`src/rtl/demux_1to4_64bit_stream.sv`:
```
// 1:4 valid/ready stream demux with a 2-entry FIFO per output.
// Optional per-port beat counters: define DEMUX_BEAT_CNT_EN.
module demux_1to4_64bit_stream #(
  parameter int WIDTH     = 64,
  parameter int SEL_WIDTH = 2,
  parameter int DEPTH     = 2
) (
  input  logic                 clk,
  input  logic                 rst,
  input  logic                 in_valid,
  output logic                 in_ready,
  input  logic [WIDTH-1:0]     in_data,
  input  logic [SEL_WIDTH-1:0] in_sel,
  output logic [3:0]           out_valid,
  input  logic [3:0]           out_ready,
  output logic [WIDTH-1:0]     out_data0,
  output logic [WIDTH-1:0]     out_data1,
  output logic [WIDTH-1:0]     out_data2,
  output logic [WIDTH-1:0]     out_data3
`ifdef DEMUX_BEAT_CNT_EN
  ,
  output logic [15:0]          count0,
  output logic [15:0]          count1,
  output logic [15:0]          count2,
  output logic [15:0]          count3
`endif
);

  localparam logic [1:0] FULL = 2'(DEPTH);

  logic [1:0]       occ  [4];
  logic [WIDTH-1:0] head [4];
  logic [3:0]       push;
  logic [3:0]       pop;

  // Readiness looks only at registered occupancy, never out_ready.
  assign in_ready = (occ[in_sel] != FULL);
  assign pop      = out_valid & out_ready;

  // One-hot push strobe toward the addressed FIFO.
  always_comb begin
    push = '0;
    if (in_valid && in_ready) begin
      push[in_sel] = 1'b1;
    end
  end

  for (genvar i = 0; i < 4; i++) begin : g_port
    logic [WIDTH-1:0] mem [2];
    logic             wp;
    logic             rp;
    logic [1:0]       occ_q;

    // FIFO storage, pointers and occupancy.
    always_ff @(posedge clk) begin
      if (rst) begin
        mem[0] <= '0;
        mem[1] <= '0;
        wp     <= 1'b0;
        rp     <= 1'b0;
        occ_q  <= 2'd0;
      end else begin
        if (push[i]) begin
          mem[wp] <= in_data;
          wp      <= ~wp;
        end
        if (pop[i]) begin
          rp <= ~rp;
        end
        unique case (1'b1)
          push[i] && !pop[i]: occ_q <= occ_q + 2'd1;
          pop[i] && !push[i]: occ_q <= occ_q - 2'd1;
          default: ;
        endcase
      end
    end

    assign occ[i]       = occ_q;
    assign head[i]      = mem[rp];
    assign out_valid[i] = (occ_q != 2'd0);

`ifdef DEMUX_BEAT_CNT_EN
    logic [15:0] cnt_q;

    // Free-running count of beats accepted into this port.
    always_ff @(posedge clk) begin
      if (rst) begin
        cnt_q <= 16'd0;
      end else if (push[i]) begin
        cnt_q <= cnt_q + 16'd1;
      end
    end
`endif
  end

  assign out_data0 = head[0];
  assign out_data1 = head[1];
  assign out_data2 = head[2];
  assign out_data3 = head[3];

`ifdef DEMUX_BEAT_CNT_EN
  assign count0 = g_port[0].cnt_q;
  assign count1 = g_port[1].cnt_q;
  assign count2 = g_port[2].cnt_q;
  assign count3 = g_port[3].cnt_q;
`endif

endmodule

```
`config.mk`:
```
export PLATFORM = sky130hd
export DESIGN_NAME = demux_1to4_64bit_stream
export DESIGN_NICKNAME = d
export VERILOG_FILES = /design/src/rtl/demux_1to4_64bit_stream.sv
export SDC_FILE = /design/constraint.sdc
export NUM_CORES = 1
export LEC_CHECK = 0
export BUFFER_PORTS_ARGS = -buffer_cell sky130_fd_sc_hd__buf_2
export CAP_MARGIN = 20
export CORE_ASPECT_RATIO = 1.75
export CORE_MARGIN = 2
export CORE_UTILIZATION = 57
export CTS_CLUSTER_DIAMETER = 200
export CTS_CLUSTER_SIZE = 16
export DETAILED_ROUTE_END_ITERATION = 8
export PLACE_DENSITY = 0.85
export SETUP_SLACK_MARGIN = 0.1
export SLEW_MARGIN = 40
export SYNTH_ARGS = -nofsm -noshare
export SYNTH_HDL_FRONTEND = slang
export SYNTH_SLANG_ARGS = --single-unit
export TNS_END_PERCENT = 30
```
`constraint.sdc`:
```
create_clock -name clk -period 5.9 [get_ports clk]
set_input_delay 0.59 -clock clk [delete_from_list [all_inputs] [get_ports clk]]
set_output_delay 0.59 -clock clk [all_outputs]
set_load 0.02 [all_outputs]
```
After elaboration in Yosys (flattened, before gate mapping)
Memories as Yosys holds them, arrays and structs flattened. A register that Yosys moved wholly into a read port is not among the register bits.
Index checks and enable logic that the tools add are counted.
{"block": "word_totals", "inputBits": 73, "ram_bits": 512, "word_cells": 112, "register_bits": 16, "output_inout_bits": 261, "mem_count": 4}
{"memory": "g_port[0].mem", "depth": 2, "width": 64, "rd": 1, "rd_ports_with_merged_regs": 1, "write_ports": 2, "line": "49", "source": "logic [WIDTH-1:0] mem [2];"}
{"memory": "g_port[1].mem", "depth": 2, "width": 64, "rd": 1, "rd_ports_with_merged_regs": 1, "write_ports": 2, "line": "49"}
{"memory": "g_port[2].mem", "depth": 2, "width": 64, "rd": 1, "rd_ports_with_merged_regs": 1, "write_ports": 2, "line": "49"}
{"memory": "g_port[3].mem", "depth": 2, "width": 64, "rd": 1, "rd_ports_with_merged_regs": 1, "write_ports": 2, "line": "49"}
{"block": "classes", "addsub": 8, "n_bitwise": 10, "order_cmp": 3, "reduce_logical": 30, "muxes": 44, "n_eq_ne": 1}
{"op": "64-bit 2-to-1 mux", "count": 4}
{"op": "64-bit OR reduction", "count": 4}
{"op": "1-bit 2-to-1 mux", "count": 31}
{"op": "2-bit one-hot mux with 2 select lines", "count": 4}
{"op": "2-bit nonzero test", "count": 8}
{"op": "1-bit logical AND", "count": 10}
{"op": "2-bit by 1-bit adder with 2-bit output (second input constant)", "count": 4}
{"op": "1-bit zero test", "count": 8}
{"op": "1-bit inverter", "count": 8}
{"op": "2-bit by 1-bit subtractor with 2-bit output (second input constant)", "count": 4}
{"op": "4-bit AND", "count": 1}
{"op": "2-bit binary-select mux with 2-bit select", "count": 1}
{"op": "2-bit 2-to-1 mux", "count": 2}
{"op": "4-bit 2-to-1 mux", "count": 1}
{"op": "3-bit >= comparator (second input constant)", "count": 1}
{"op": "2-bit by 3-bit < comparator with 1-bit output (second input constant)", "count": 1}
{"op": "2-bit inverter with 3-bit output", "count": 1}
{"op": "1-bit demux with 2-bit select", "count": 1}
{"op": "2-bit by 1-bit >= comparator with 1-bit output (second input constant)", "count": 1}
{"op": "2-bit inequality test (second input constant)", "count": 1}

Logic depth before layout (Yosys ltp)
{"block": "depth", "word_depth": 12, "depth_mapped": 6, "depth_no_buf": 6}

Least setup slack after synthesis
OpenSTA, ideal clock, no wires.
{"block": "synth_path", "path_type": "in2reg", "from": "input in_sel[0]", "to": "memory g_port[0].mem[0][0] (enable)", "required_ns": 5.401, "arrival_time_ns": 4.433, "path_slack_ns": 0.968, "path_stages": 3, "path_buffers": 1, "cell_sequence": "buf_2 or4b_2 o21bai_1"}
{"element": "from (decl)", "line": "13", "source": "input logic [SEL_WIDTH-1:0] in_sel,"}
{"element": "to (decl)", "line": "49"}

==> impl_results.md <==
* Result of the run: finished, final reports clean
* Transition time of the tightest slew-check pin at 0.681 ns
* Placeable core region at 0.0399 mm^2
* Area of the die at 0.0420 mm^2
* Starting DRC count in detailed routing at 1077
* Leading cell types by total area after synthesis: edfxtp_1 67%, and2_1 14%, mux2_2 13%, dfxtp_1 1.7%, clkbuf_1 0.98%
* Root cell of the clock tree: clkbuf_16
* Count of flip-flops with a built-in enable after synthesis at 512
* Crit Path Category: input pin to register
* Largest area contributor in the synthesized netlist: edfxtp_1
* Number of port buffers at 333
* Post-DR vias/cell at 5.70
* Via Count at 13110
* Hold crit path type: input pin to register
* Wire length after detailed routing at 54.7 mm
* TritonCTS clock tree: built
* Effective utilization at floorplan at 0.575
* Number of instances in the synthesized netlist at 1475
* DIE HEIGHT at 269 um
* Inserted Clock Buffers at 39
* Netlist area before placement at 0.0230 mm^2
* Arrival time reported for the critical path endpoint at 3.11 ns
* Async S/R FF share, synth at 0
* Sink count of the clock tree at 532
* Number of nets produced by synthesis at 1552
* RSZ-0062 raised after global routing: false
* Peak clock frequency supported by timing at 347 MHz
* Number of violations of the max-capacitance limit at 0
* Total of cells resized after clock tree synthesis at 0
* Pin count of the biggest net entering global routing at 66
* Setup slack of the critical path after layout at 3.02 ns
* ANT nets after route at 0
* HPWL after DPL at 36.7 mm
* Peak fanout along the critical path at 65
* Final weighted congestion in routability-driven placement at 0.823
* Total global routing track utilization at 0.261
* Multiplexer share of the synthesized area at 0.127
* Layout cells sized above 1 at 0.380
* Antenna violations before repair at 0
* YS warnings at 0
* Clock slew at reported path FFs at 0.07 ns
* Post-CTS Setup Repair Bufs at 0
* Clock latency on the worst-skew pair at 0.55 ns
* Post-layout net count at 1866
* Post-route DRC violation count at 0
* Post-synthesis xor/xnor area fraction at 0.00458
* Final setup violation count at 0
* Synthesized-area fraction occupied by and/or/nand/nor cells at 0.154
* Vias in the first global route at 13606
* Setup total negative slack at 0 ns
* Leakage power figure at 10.6 nW
* Slew Viols, Final at 0
* Number of buffers added to fix hold violations after cts at 0
* Number of detailed-routing iterations run before antenna repair at 6
* Total I/O pin count at 334
* Proportion of netlist area held by the largest area contributor at 0.670
* Share of the yosys chip area belonging to registers at 0.687
* FF+latch count, synth at 532
* Global-route wire length before repair at 81.2 mm
* Max Buffers Root-to-Sink at 3
* Cell area reported after detailed placement at 0.0253 mm^2
* Worst endpoint required time at 6.13 ns
* Overall die width at 156 um
* Library cells used by synthesis at 35
* Avg Cell Area, Syn at 15.6 um^2
* P&R area growth vs syn at 14.9%
* Area of all placed cells without fillers at 0.0264 mm^2
* Worst clock skew at 0.0163 ns
* Compound-cell area share of the yosys netlist at 0.00567
* Overall overflow remaining after global route at 0
* Ratio of total power to cell area at 317 mW/mm^2
* Slew margin rel. at 0.546
* Worst IR drop on VDD at 0.180 mV
* Standard-cell rows at 97
* Routed wire per std cell at 23.8 um
* Final period demand of the worst path at 2.88 ns
* Critical path launch point type: input pin
* Most frequent cells in the layout: 512 x and2_1, 512 x edfxtp_1, 333 x buf_2, 256 x mux2_2, 41 x clkbuf_16
* Period Utilization, post-route at 0.488
* Post-synthesis adder-cell area fraction at 0.00218
* Dominant synthesized flop cell: edfxtp_1
* Number of diodes added for antenna fixing at 0
* Htree depth at 2
* Crit. End Element: register
* Dpl ws at 2.43 ns
* Combinational family with the most area after synthesis: simple AND/OR/NAND/NOR gates
* Number of hold violations in the final report at 0
-- stage by stage --
stage | cells | utilization | total power, W | hold WS [ns]
floorplan | 1475 | - | 0.00541 | 0.475
finish | 2298 | 0.660 | 0.00836 | 0.437
global route | 2298 | 0.660 | 0.00860 | 0.435
CTS | 2298 | 0.660 | 0.00839 | 0.410
global placement | 2228 | 0.626 | 0.00592 | 0.487
detailed placement | 2243 | 0.633 | 0.00598 | 0.508
-- worst max-delay path: stages --
cell and delay [ns]:
buf_2 0.27, or3b_4 0.50, and4bb_2 0.32, buf_4 0.53, or2_4 0.57, buf_12 0.29
-- cell type report --
| cell class | instances | area (um^2) |
|---|---|---|
| sequential | 532 | 15800 |
| fill | 2693 | 13600 |
| multi-input combinational | 854 | 6830 |
| timing repair buffer | 361 | 2040 |
| clock buffer | 54 | 1070 |
| tap | 495 | 619 |
| clock inverter | 1 | 16.3 |
| inverter | 1 | 3.75 |
-- power by group --
part           switching [W]  leakage [nW]  internal (W)
clock                0.00120         0.527       0.00127
sequential          0.000139          5.49       0.00433
combinational       0.000871          4.54      0.000564
total                0.00221          10.6       0.00616
-- cell usage after synthesis, drive strengths merged (3+ instances only) --
cell	count
and2	512
edfxtp	512
mux2	256
clkbuf	69
dfxtp	20
buf	19
nor2	12
nor2b	8
or2	8
xnor2	8
a21o	4
a21oi	4
ha	4
nor4b	4
o21a	4
o21ai	4
o21bai	4
or3	4
xor2	4
nand2b	3
-- metal layers --
layer,track usage,share of wire
met5,0,0
met2,0.464,0.53
met1,0.294,0.35
met4,0.152,0.066
met3,0.0405,0.060
-- sequential cells by signal, summed over array words and instances (netlist names), named ones only --
register	cells
g_port.rp	4
g_port.mem	512
g_port.occ_q	8
g_port.wp	4
-- final timing paths --
| kind | end | from | slack [ns] | depth (start not counted) |
|---|---|---|---|---|
| hold / removal | g_port[3].mem[1][48] | in_data[48] | 0.44 | 2 |
| setup reg to reg | g_port[0].mem[0][26] | g_port[0].occ_q[0] | 3.22 | 4 |
| setup / recovery | g_port[1].mem[1][20] | rst | 3.02 | 6 |
| hold reg to reg | register | g_port[1].rp | 0.53 | 2 |
-- cell families (layout without fill, tap and decap cells) --
family	after synthesis	after routing
mux	257	257
simple gates	561	561
flops	532	532
buf+inv	89	417
fa+ha+maj	4	4
compound gates	20	20
xor+xnor	12	12
Power figures use the tool's default switching activity.
